File: config.mk
export PLATFORM = sky130hd
export DESIGN_NAME = seven_seg_scanner_flat
export DESIGN_NICKNAME = d
export VERILOG_FILES = /design/src/rtl/seven_seg_scanner_if.sv /design/src/rtl/seven_seg_scanner.sv /design/src/flat_wrapper.sv
export SDC_FILE = /design/constraint.sdc
export NUM_CORES = 1
export LEC_CHECK = 0
export ABC_AREA = 1
export CAP_MARGIN = 20
export CORE_MARGIN = 1.5
export CORE_UTILIZATION = 56
export DETAILED_ROUTE_END_ITERATION = 10
export GPL_TIMING_DRIVEN = 0
export PLACE_DENSITY = 0.82
export SLEW_MARGIN = 20
export SYNTH_ARGS = -nofsm -noshare
export SYNTH_HDL_FRONTEND = slang
export SYNTH_SLANG_ARGS = --single-unit
export TNS_END_PERCENT = 30
File: constraint.sdc
create_clock -name clk -period 3.9 [get_ports clk]
set_clock_uncertainty 0.2 [all_clocks]
set_input_delay 0.78 -clock clk [delete_from_list [all_inputs] [get_ports clk]]
set_output_delay 0.78 -clock clk [all_outputs]
set_load 0.1 [all_outputs]
File: src/rtl/seven_seg_scanner_if.sv
// Connection bundle between the message-code source and the multiplexed display scanner.
interface seven_seg_if;
  logic [6:0] seg_in1;
  logic [6:0] seg_in2;
  logic [6:0] seg_in3;
  logic [6:0] seg_in4;
  logic       blink_en;
  logic [6:0] seg_out;
  logic [3:0] digit_sel;
  logic       frame_done;

  modport master (
    output seg_in1, seg_in2, seg_in3, seg_in4, blink_en,
    input  seg_out, digit_sel, frame_done
  );

  modport slave (
    input  seg_in1, seg_in2, seg_in3, seg_in4, blink_en,
    output seg_out, digit_sel, frame_done
  );
endinterface

File: src/rtl/seven_seg_scanner.sv
// Scans four 7-segment codes onto a shared-bus 4-digit display with per-frame
// snapshot, anti-ghosting blanking at each slot start and optional frame blink.
module seven_seg_scanner #(
  parameter int PRESCALE     = 1000,
  parameter int BLANK_CYCLES = 16,
  parameter int BLINK_FRAMES = 32
) (
  input logic        clk,
  input logic        rst,
  seven_seg_if.slave bus
);
  localparam int CW = (PRESCALE > 1) ? $clog2(PRESCALE) : 1;
  localparam int FW = (BLINK_FRAMES > 1) ? $clog2(BLINK_FRAMES) : 1;
  localparam logic [CW-1:0] CNT_MAX   = CW'(PRESCALE - 1);
  localparam logic [CW-1:0] BLANK_END = CW'(BLANK_CYCLES);
  localparam logic [FW-1:0] FCNT_MAX  = FW'(BLINK_FRAMES - 1);
  localparam logic [FW-1:0] FCNT_HALF = FW'(BLINK_FRAMES / 2);

  logic [CW-1:0] cnt_q, cnt_d;
  logic [1:0]    slot_q, slot_d;
  logic [FW-1:0] fcnt_q, fcnt_d;
  logic [6:0]    shadow_q [4];
  logic [6:0]    shadow_d [4];
  logic          blink_l_q, blink_l_d;
  logic          snap;
  logic          active;
  logic          blink_off;

  // The snapshot point is the first cycle of slot 0, so the whole frame
  // always shows one coherent message.
  assign snap = (slot_q == 2'd0) && (cnt_q == '0);

  always_comb begin
    cnt_d     = cnt_q + 1'b1;
    slot_d    = slot_q;
    fcnt_d    = fcnt_q;
    shadow_d  = shadow_q;
    blink_l_d = blink_l_q;
    if (cnt_q == CNT_MAX) begin
      cnt_d  = '0;
      slot_d = slot_q + 2'd1;
      if (slot_q == 2'd3) begin
        fcnt_d = (fcnt_q == FCNT_MAX) ? '0 : fcnt_q + 1'b1;
      end
    end
    if (snap) begin
      shadow_d[0] = bus.seg_in1;
      shadow_d[1] = bus.seg_in2;
      shadow_d[2] = bus.seg_in3;
      shadow_d[3] = bus.seg_in4;
      blink_l_d   = bus.blink_en;
    end
  end

  always_ff @(posedge clk) begin
    if (rst) begin
      cnt_q     <= '0;
      slot_q    <= 2'd0;
      fcnt_q    <= '0;
      blink_l_q <= 1'b0;
      for (int i = 0; i < 4; i++) shadow_q[i] <= 7'd0;
    end else begin
      cnt_q     <= cnt_d;
      slot_q    <= slot_d;
      fcnt_q    <= fcnt_d;
      blink_l_q <= blink_l_d;
      shadow_q  <= shadow_d;
    end
  end

  // Outputs decode registered state only; cnt=0 is always blank, which also
  // keeps the display dark while reset is held.
  assign active    = (cnt_q >= BLANK_END);
  assign blink_off = blink_l_q && (fcnt_q >= FCNT_HALF);

  assign bus.digit_sel  = active ? (4'b0001 << slot_q) : 4'b0000;
  assign bus.seg_out    = (active && !blink_off) ? shadow_q[slot_q] : 7'd0;
  assign bus.frame_done = (slot_q == 2'd3) && (cnt_q == CNT_MAX);
endmodule

File: src/flat_wrapper.sv
// flat-port wrapper written by rule: the top's interface ports become plain ports
module seven_seg_scanner_flat 
#(
  parameter int PRESCALE     = 1000,
  parameter int BLANK_CYCLES = 16,
  parameter int BLINK_FRAMES = 32
)
  (clk, rst, bus_seg_in1, bus_seg_in2, bus_seg_in3, bus_seg_in4, bus_blink_en, bus_seg_out, bus_digit_sel, bus_frame_done);
  seven_seg_if bus_i ();
  input logic clk;
  input logic rst;
  input wire logic [$bits(bus_i.seg_in1)-1:0] bus_seg_in1;
  input wire logic [$bits(bus_i.seg_in2)-1:0] bus_seg_in2;
  input wire logic [$bits(bus_i.seg_in3)-1:0] bus_seg_in3;
  input wire logic [$bits(bus_i.seg_in4)-1:0] bus_seg_in4;
  input wire logic [$bits(bus_i.blink_en)-1:0] bus_blink_en;
  output wire logic [$bits(bus_i.seg_out)-1:0] bus_seg_out;
  output wire logic [$bits(bus_i.digit_sel)-1:0] bus_digit_sel;
  output wire logic [$bits(bus_i.frame_done)-1:0] bus_frame_done;
  assign bus_i.seg_in1 = bus_seg_in1;
  assign bus_i.seg_in2 = bus_seg_in2;
  assign bus_i.seg_in3 = bus_seg_in3;
  assign bus_i.seg_in4 = bus_seg_in4;
  assign bus_i.blink_en = bus_blink_en;
  assign bus_seg_out = bus_i.seg_out;
  assign bus_digit_sel = bus_i.digit_sel;
  assign bus_frame_done = bus_i.frame_done;
  seven_seg_scanner #(.PRESCALE(PRESCALE), .BLANK_CYCLES(BLANK_CYCLES), .BLINK_FRAMES(BLINK_FRAMES)) u_core (.clk(clk), .rst(rst), .bus(bus_i));
endmodule
# Word-level counts from Yosys, hierarchy flattened
# Cells that the tools add are included.
# W data, S select, Z words.
# op_classes
addsub	3
n_mul	0
div_mod_pow	0
n_lt_le_gt_ge	3
n_eq_ne	3
shifts	1
muxes	6
bitwise_logic	1
reduce_logical	9
# op_table
cell	count
$mux W7	3
$bmux W7 S2	1
$add A10 B1 Y10 const B	1
$eq A10 B10 Y1 const B	1
$ge A10 B5 Y1 const B	1
$logic_not A10 Y1	1
$add A5 B1 Y5 const B	1
$eq A5 B5 Y1 const B	1
$ge A5 B5 Y1 const B	1
$mux W5	1
$logic_and A1 B1 Y1	4
$mux W4	1
$shl A1 B2 Y4 const A	1
$ge A3 B3 Y1 const B	1
$not A2 Y3	1
$add A2 B1 Y2 const B	1
$eq A2 B2 Y1 const B	1
$logic_not A2 Y1	1
$reduce_and A2 Y1	1
$reduce_or A2 Y1	1
$logic_not A1 Y1	1
# totals
regBits	46
latch_bits	0
ramBits	0
romBits	0
output_inout_bits	12
mem_count	0

# Depth between registers and ports, before layout
# Gate-level depths: netlist of the first run.
# logic_depth
ltp_word	5
depth_mapped	8
depth_no_buf	7

# Worst setup path after synthesis of the first run
# OpenSTA, ideal clock, no wires.
# synth_path
path_type	reg2out
start	register u_core.slot_q[0]
end	output port bus_seg_out[4]
arrival_ns	2.409
path_slack_ns	0.511
stages_incl_launch_ff	6
n_path_buf	1
cell_sequence	dfxtp_1 inv_1 buf_2 a21oi_1 o21ai_0 a21oi_1
# synth_between
elab_chain_len	5
# synth_lines
element	line_no	text
start: declaration	seven_seg_scanner.sv:20	logic [1:0] slot_q, slot_d;
start signal: assignment	seven_seg_scanner.sv:64	slot_q <= slot_d;
$not A2 Y3 (not written as such)	seven_seg_scanner.sv:77	assign bus.seg_out = (active && !blink_off) ? shadow_q[slot_q] : 7'd0;
$bmux W7 S2	seven_seg_scanner.sv:77	
$mux W7 (not written as such) (2 in series)	seven_seg_scanner.sv:77	
$mux W7	seven_seg_scanner.sv:77	
end: declaration	flat_wrapper.sv:17	output wire logic [$bits(bus_i.seg_out)-1:0] bus_seg_out;
# No other way between the ends. The select of a mux whose other input is x is not followed.

# Worst setup path after layout of the first run
# layout_path
start	register u_core.slot_q[1]
end	output port bus_seg_out[0]
# The elaborated chain is that of the path after synthesis.

==> impl_metrics.json, run 1 <==
{
  "finalSetupViolCount": 0,
  "critPathSlowestCell": "clkdlybuf4s50_1",
  "pwr-share-comb_pct": 16.8,
  "ctsRootBufferMaster": "clkbuf_8",
  "core_region_area_um2": 3970,
  "tightest_slew_ns": 0.965,
  "synth_nets": 395,
  "wl_per_cell_um": 11.0,
  "avgSynthCellArea_um2": 6.47,
  "ant_nets": 0,
  "run_status": "completed",
  "drive_gt1_share_pct": 4.68,
  "gp_congestion": 0.889,
  "ios": 43,
  "ys_seq_elements": 46,
  "path_class": "reg -> out",
  "p_switching_w": 0.000268,
  "post-cts-setup-buffer-count": 0,
  "tritoncts": "done",
  "p_leak_nw": 1.44,
  "fp.dieW_um": 67.1,
  "nFillCells": 324,
  "finalHoldViolations": 0,
  "path_max_fanout": 10,
  "hpwl_um": 3650,
  "dr_total_vias": 2170,
  "crit_arrival_ns": 2.69,
  "worstHoldStart": "u_core.cnt_q[0]",
  "htree_levels": 2,
  "yosys_warnings": 0,
  "drv_slew": 0,
  "post-route-period-util_pct": 94.0,
  "drc_errors": 0,
  "dr.first_iter.drc_count": 125,
  "cts_buffers": 5,
  "power_density_nw_per_um2": 360,
  "end_kind": "output pin",
  "track_usage_pct": 23.6,
  "hold_depth": 1,
  "dr.pass1.iters": 4,
  "setup_tns_ns": 0,
  "maxCapViolations": 0,
  "antenna_found_initial": 0,
  "rsz0062_at_grt": "false",
  "grt_pass1_vias": 1881,
  "r2r-end": "u_core.shadow_q[7]",
  "min_delay_worst_endpoint": "u_core.cnt_q[0]",
  "hold_path_class": "reg -> reg",
  "rr_startpoint": "u_core.slot_q[0]",
  "p_int_w": 0.000778,
  "cpPeakStageDelay_ns": 1.15,
  "grt_max_degree": 14,
  "nets": 444,
  "cp_top_family": "buffers and inverters",
  "clk_path_buf_depth": 2,
  "worstRegToRegCells": 8,
  "grt.overflow.total": 0,
  "r2r_slack_ns": 1.81,
  "grt_first_pass_wirelength_um": 8010,
  "sw_frac_of_total_pct": 25.6,
  "crit_chain": "buf_2, clkinv_1, a21oi_1, o21ai_0, a21oi_1, clkdlybuf4s50_1",
  "start_util_pct": 58.0,
  "p_clk_share_pct": 32.9,
  "finalWorstPathRequiredPeriod_ns": 3.67,
  "seq_area_frac_synth_pct": 40.0,
  "relSlewSlack_pct": 35.5,
  "max_freq_mhz": 273,
  "dieArea_um2": 4510,
  "synth_cell_types": 24,
  "clkLatencyLatePin_ns": 0.30,
  "ir_drop_mv": 0.273,
  "port_buffers": 42,
  "syn2layout_area_growth_pct": 26.0,
  "dp_slack_ns": 0.489,
  "pwr-share-seq_pct": 50.3,
  "ctsHoldBuffers": 0,
  "syn-instance-count": 356,
  "syn_area_um2": 2300,
  "antennaDiodeCount": 0,
  "die_h_um": 67.1,
  "cts_sinks": 46,
  "wl_um": 5000,
  "crit_required_ns": 2.92,
  "crit_buf_inv": 3,
  "viasPerCell": 4.76,
  "worst_slack_ns": 0.234,
  "start_kind": "flop",
  "crit_top_cell": "a21oi_1",
  "rows": 23,
  "clk_pin_slew_ns": 0.09
}
-- routing by layer --
metal,wire (um),track usage [%]
met4,67,11.0
met5,0,0
met3,285,4.00
met1,2430,32.2
met2,2210,36.5
-- worst max path at each step --
stage	start	end	slack, ns	depth (start not counted)
2_1_floorplan	u_core.slot_q[0]	bus_seg_out[4]	0.51	5
5_1_grt	u_core.slot_q[1]	bus_seg_out[2]	0.03	6
3_5_place_dp	u_core.slot_q[0]	bus_seg_out[4]	0.49	6
4_1_cts	u_core.slot_q[0]	bus_seg_out[4]	0.15	6
6_report	u_core.slot_q[1]	bus_seg_out[0]	0.23	6
3_3_place_gp	u_core.slot_q[0]	bus_seg_out[4]	0.49	6
-- through the flow --
step / hold WS [ns] / cell area, um^2 / std cells / power, W / utilization [%]
after global routing: 0.310 / 2900 / 456 / 0.00110 / 73.1
after CTS: 0.276 / 2890 / 456 / 0.00105 / 72.8
final: 0.275 / 2900 / 456 / 0.00105 / 73.1
after detailed placement: 0.253 / 2790 / 448 / 0.000711 / 70.2
after floorplan: 0.230 / 2300 / 356 / 0.000648 / -
after global placement: 0.243 / 2790 / 448 / 0.000707 / 70.2
-- synthesized netlist by cell type (all sizes together) --
cell    number  area share [%]
ha           8             4.3
and3         1            0.27
nor3b        1            0.33
dfxtp       46              40
a21oi       30             6.5
nand4        2            0.81
xor2         4             1.5
buf          8             2.6
inv         53             8.6
nand3b       1            0.33
clkbuf       4            0.65
o21ai       17             3.7
or2          1            0.27
nor2        81              13
nor3         4            0.87
clkinv       2            0.33
nand2       87              14
nand3        6             1.3
-- cell type report --
type / count / area, um^2 / share of cell area [%]
clock inverters: 1 / 30.0 / 1.03
clock buffers: 7 / 76.3 / 2.63
well taps: 50 / 62.6 / 2.16
flip-flops and latches: 46 / 921 / 31.7
repair buffers: 42 / 430 / 14.8
plain buffers: 12 / 73.8 / 2.54
inverters: 55 / 206 / 7.11
multi-input cells: 243 / 1100 / 38.0
-- registers in the layout, summed over array words and instances, names as in the netlist --
| name | flops |
|---|---|
| u_core.blink_l_q | 1 |
| u_core.cnt_q | 10 |
| u_core.fcnt_q | 5 |
| u_core.shadow_q | 28 |
| u_core.slot_q | 2 |
-- timing repair --
item                                   in CTS  in global routing
resized for setup                           0                  4
endpoints found under the hold margin       0                  0
setup endpoints to repair                   0                  4
-- cell families after synthesis --
family / share of synthesized area [%]
and+or+nand+nor: 31.8
buffers and inverters: 12.2
AOI/OAI and AO/OA: 10.2
DFF: 40.0
adders and majority gates: 4.35
xor gates and xnor gates: 1.52
-- power by group through the flow --
stage	clock (W)	sequential, W	combinational [W]
after CTS	0.000350	0.000526	0.000176
after detailed placement	0	0.000537	0.000174
final	0.000344	0.000526	0.000176
after global placement	0	0.000535	0.000171
after global routing	0.000370	0.000529	0.000203
after floorplan	0	0.000531	0.000117
-- layout by cell type, fill, tap and decap left out, drive strengths merged --
cell,count
buf,8
inv,53
nor3b,1
nand2,87
o21ai,17
dlymetal6s2s,4
clkinv,2
xor2,4
nand3,6
ha,8
nand3b,1
or2,1
a21oi,30
nand4,2
and3,1
nor3,4
dfxtp,46
nor2,81
clkbuf,11
bufinv,1
clkdlybuf4s50,38
Power figures use the tool's default switching activity.
==> inputs of run 2 (changes only) <==
CTS_CLUSTER_SIZE = 30   (was not set)
==> results of run 2 <==
The final DEF is identical to that of run 1; final timing and power are the same.
==> inputs of run 3 (changes only) <==
SKIP_CTS_REPAIR_TIMING = 1   (was not set)
==> results of run 3 <==
The final DEF is identical to that of run 1; final timing and power are the same.
==> patch 1: new RTL, settings of run 1 <==
`BLINK_FRAMES` is set to 32 in 2 places; all go to 16.
--- a/src/rtl/seven_seg_scanner.sv
+++ b/src/rtl/seven_seg_scanner.sv
@@ -4,5 +4,5 @@
   parameter int PRESCALE     = 1000,
   parameter int BLANK_CYCLES = 16,
-  parameter int BLINK_FRAMES = 32
+  parameter int BLINK_FRAMES = 16
 ) (
   input logic        clk,
--- a/src/flat_wrapper.sv
+++ b/src/flat_wrapper.sv
@@ -4,5 +4,5 @@
   parameter int PRESCALE     = 1000,
   parameter int BLANK_CYCLES = 16,
-  parameter int BLINK_FRAMES = 32
+  parameter int BLINK_FRAMES = 16
 )
   (clk, rst, bus_seg_in1, bus_seg_in2, bus_seg_in3, bus_seg_in4, bus_blink_en, bus_seg_out, bus_digit_sel, bus_frame_done);
Behaviour: same outputs for any inputs over 10 cycles, from zero or initial values and one cycle with rst high; that may be too few to reach the edited logic, so the function may still have changed.
==> patch 1 against run 1 <==
Sequential power decreased by 2%. Count of clock-buffer cells in the layout unchanged. Final area increased by 1.9%. Synthesized area increased by 3.1%. Cell count increased by 0.44%. Die area increased by 3.0%. Wire length increased by 8.1%. Critical endpoint is now bus_seg_out[5]. Power decreased by 5.2%. Setup slack got worse by 0.098 ns. Sequential cell count decreased by 1.
==> patch 1: results <==
{
  "reg2reg_depth": 8,
  "grt_pass1_vias": 2073,
  "crit_arrival_ns": 2.78,
  "endpoint": "bus_seg_out[5]",
  "fillers": 358,
  "synth_area_leaders": "dfxtp_1, nand2_1, nor2_1",
  "max-vdd-ir-drop_mv": 0.244,
  "totalWireLength_um": 5410,
  "ys_top_cells_by_count": "nand2_1, nor2_1, dfxtp_1, inv_1, nor3_1",
  "p_leak_nw": 1.41,
  "rrSetupSlack_ns": 1.42,
  "grt_usage_pct": 26.0,
  "worst_slew_pin_slew_ns": 0.975,
  "via_per_inst": 5.05,
  "grt_first_pass_wirelength_um": 9000,
  "gp_congestion": 0.862,
  "reg_top3": "u_core.shadow_q (28), u_core.cnt_q (10), u_core.fcnt_q (4)",
  "drive_gt1_share_pct": 7.35,
  "ys_types": 28,
  "ys_seq_area_share_pct": 37.9,
  "drtPass1Iterations": 4,
  "synth_nets": 398,
  "drtIter0Drc": 155,
  "r2r_end": "u_core.shadow_q[10]$_SDFFE_PP0P_",
  "grt_max_degree": 13,
  "fin_nets": 447,
  "outcome": "finished clean",
  "place_hpwl_um": 3960
}
[patch 1: changes by cell type in the layout (fill, tap and decap cells not counted), moves of 2 or more]
| cell | run 1 | this run |
|---|---|---|
| nor2_1 | 80 | 50 |
| nor3_1 | 4 | 33 |
| o21ai_1 | 1 | 10 |
| inv_1 | 52 | 45 |
| o21ai_0 | 16 | 10 |
| inv_2 | 1 | 6 |
| nand2_1 | 86 | 82 |
| nand4_1 | 1 | 5 |
| a21oi_1 | 30 | 28 |
| clkbuf_1 | 6 | 8 |
| clkdlybuf4s50_1 | 38 | 36 |
| dlymetal6s2s_1 | 4 | 6 |
| nor2_2 | 1 | 3 |
[patch 1: critical path: stages, from the launching register on]
cell	delay, ns
dfxtp_1	0.36
clkbuf_1	0.37
inv_2	0.18
a21oi_1	0.14
o21ai_1	0.09
a21oi_1	0.17
clkdlybuf4s50_1	1.16
[patch 1: cells by family (layout without fill, tap and decap cells)]
kind of cell,count (synthesis),count (layout),synth area share (%)
and+or+nand+nor,187,187,34.7
buffers and inverters,67,116,11.6
AOI/OAI and AO/OA,49,49,10.4
DFF,45,45,37.9
adders and majority gates,8,8,4.22
xor gates and xnor gates,3,3,1.11
[patch 1: metrics by stage]
step           hold slack [ns]  utilization, %  setup slack (ns)  instance area [sq um]  cells
6_report                 0.283            73.4             0.136                   2960    458
5_1_grt                  0.319            73.4           0.00549                   2960    458
4_1_cts                  0.289            73.1            0.0379                   2940    458
3_5_place_dp             0.272            70.9             0.380                   2860    451
3_3_place_gp             0.262            70.9             0.406                   2860    451
2_1_floorplan            0.241               -             0.554                   2370    359
[patch 1: report_power, final]
group          internal, W  switching (W)  total (W)  leakage [nW]
sequential        0.000499      0.0000165   0.000515         0.371
clock             0.000141       0.000152   0.000293        0.0443
combinational    0.0000832       0.000100   0.000183         0.995
total             0.000723       0.000269   0.000992          1.41
[patch 1: what timing repair did]
item                                    CTS  global route
gates resized for setup                   0             6
hold buffers                              0             0
endpoints found under the setup margin    0             6
[patch 1: final cells by class]
cell class | count | area (sq um) | share of cell area [%]
tap | 50 | 62.6 | 2.11
multi-input combinational | 247 | 1200 | 40.5
buffer | 15 | 81.3 | 2.75
clock buffer | 7 | 86.3 | 2.92
inverter | 52 | 195 | 6.60
timing repair buffer | 42 | 435 | 14.7
sequential | 45 | 901 | 30.4
[patch 1: per-layer routing]
| layer | global-route usage [%] | vias up | share of wire [%] |
|---|---|---|---|
| met4 | 12.5 | 0 | 2.4 |
| met5 | 0 | - | 0 |
| met1 | 35.9 | 1022 | 49 |
| li1 | - | 1221 | - |
| met2 | 39.2 | 57 | 44 |
| met3 | 4.28 | 13 | 4.3 |
==> patch 2: new RTL, flow settings as in run 1 <==
Made on the original files. Reset style: asynchronous (`rst`), changed in one clocked block.
--- a/src/rtl/seven_seg_scanner.sv
+++ b/src/rtl/seven_seg_scanner.sv
@@ -53,5 +53,5 @@
   end
 
-  always_ff @(posedge clk) begin
+  always_ff @(posedge clk or posedge rst) begin
     if (rst) begin
       cnt_q     <= '0;
Function: same outputs for any inputs over 10 cycles, from zero or initial values and one cycle with rst high; that may be too few to reach the edited logic, so the function may still have changed.
==> patch 2 against run 1 <==
Sequential cell count is the same. Wire length grew 5.2%. Setup slack lost 0.073 ns. Sequential power shrank 4.6%. Critical endpoint unchanged. Cell count shrank 6.6%. Largest cell class is now sequential cells. Synthesized area grew 5.8%. Power shrank 14%. Final area grew 4.5%.
==> patch 2: results <==
{
  "outcome": "finished clean",
  "dr_wl_met3_um": 236,
  "hold_end": "u_core.shadow_q[14]$_DFFE_PP0P_",
  "dp.cells": 418,
  "synth_area_leaders": "dfrtp_1, nand2_1, nor2_1",
  "ys_top_cells_by_count": "nand2_1, nor2_1, dfrtp_1",
  "hold_path.startpoint": "u_core.shadow_q[14]$_DFFE_PP0P_",
  "ys_types": 20,
  "gp_congestion": 0.874,
  "grt_use_met2_pct": 37.7,
  "drtIter0Drc": 172,
  "async_reset_ff_share_pct": 100,
  "grt_first_pass_wirelength_um": 8810,
  "ys_seq_area_share_pct": 47.3,
  "synth_ff_type": "dfrtp_1",
  "crit_arrival_ns": 2.76,
  "synth.avg_cell_area_sq_um": 7.50,
  "p_leak_nw": 1.55,
  "rrSetupSlack_ns": 1.64,
  "max-vdd-ir-drop_mv": 0.182,
  "fin_nets": 414,
  "drive_gt1_share_pct": 7.71,
  "grt_max_degree": 32,
  "wl_met1_um": 2570,
  "vias": 2161,
  "hold_slack_ns": 0.273,
  "use_met1_pct": 36.4,
  "grt_usage_pct": 25.3,
  "wl_met2_um": 2390,
  "hold_depth": 2,
  "grtUsageMet3_pct": 3.90,
  "grt_pass1_vias": 1995,
  "swShare_pct": 24.5,
  "place_hpwl_um": 4000,
  "synth_nets": 364
}
patch 2: cell types whose count changed after synthesis, sizes merged, moves of 3 or more:
| cell | run 1 | this run |
|---|---|---|
| inv | 53 | 24 |
| nor2 | 81 | 59 |
| buf | 8 | 11 |
| nand3 | 6 | 37 |
| nand2 | 87 | 104 |
| dfrtp | 0 | 46 |
| dfxtp | 46 | 0 |
| a21oi | 30 | 12 |
| clkbuf | 4 | 1 |
patch 2: final cells by class:
| cell class | count | share of cell area, % |
|---|---|---|
| Timing Repair Buffer | 43 | 14.6 |
| Buffer | 12 | 2.72 |
| Sequential cell | 46 | 38.0 |
| Clock buffer | 7 | 2.85 |
| Inverter | 25 | 3.09 |
| Tap cell | 50 | 2.06 |
| Clock inverter | 1 | 0.165 |
| Multi-Input combinational cell | 242 | 36.6 |
patch 2: per-stage QoR:
stage	instance area (sq um)	worst slack, ns	utilization (%)	power [W]
2_1_floorplan	2440	0.536	-	0.000561
3_3_place_gp	2920	0.515	71.4	0.000606
3_5_place_dp	2940	0.498	71.9	0.000610
4_1_cts	3030	0.173	74.2	0.000905
5_1_grt	3030	0.00782	74.2	0.000937
6_report	3030	0.161	74.2	0.000899
patch 2: logic make-up (layout without fill, tap and decap cells):
kind of cell | Yosys count | after routing | synth area share [%]
buf+inv | 37 | 88 | 7.24
xor+xnor | 3 | 3 | 1.08
flops | 46 | 46 | 47.3
fa+ha+maj | 8 | 8 | 4.11
simple gates | 204 | 204 | 34.8
compound gates | 27 | 27 | 5.55
patch 2: worst max path at each step:
| stage | startpoint | end | slack [ns] | cells past startpoint |
|---|---|---|---|---|
| 2_1_floorplan | u_core.slot_q[1]$_DFFE_PP0N_ | bus_seg_out[0] | 0.54 | 5 |
| 3_3_place_gp | u_core.slot_q[1]$_DFFE_PP0N_ | bus_seg_out[5] | 0.51 | 6 |
| 3_5_place_dp | u_core.slot_q[1]$_DFFE_PP0N_ | bus_seg_out[5] | 0.50 | 6 |
| 4_1_cts | u_core.slot_q[1]$_DFFE_PP0N_ | bus_seg_out[5] | 0.17 | 6 |
| 5_1_grt | u_core.slot_q[1]$_DFFE_PP0N_ | bus_seg_out[2] | 0.008 | 6 |
| 6_report | u_core.slot_q[1]$_DFFE_PP0N_ | bus_seg_out[0] | 0.16 | 6 |
patch 2: worst max-delay path, cell delays in order, from the launching register on:
cell	delay, ns
dfrtp_1	0.37
buf_2	0.21
clkinv_1	0.26
nor2_1	0.17
o21ai_0	0.11
a21oi_1	0.17
clkdlybuf4s50_1	1.16
patch 2: power groups by stage:
stage               Combinational (W)  Sequential, W  Clock, W
floorplan                   0.0000539       0.000507         0
detailed placement          0.0000999       0.000510         0
finish                      0.0000988       0.000502  0.000299
global placement            0.0000958       0.000511         0
CTS                          0.000100       0.000501  0.000304
global route                 0.000109       0.000503  0.000325
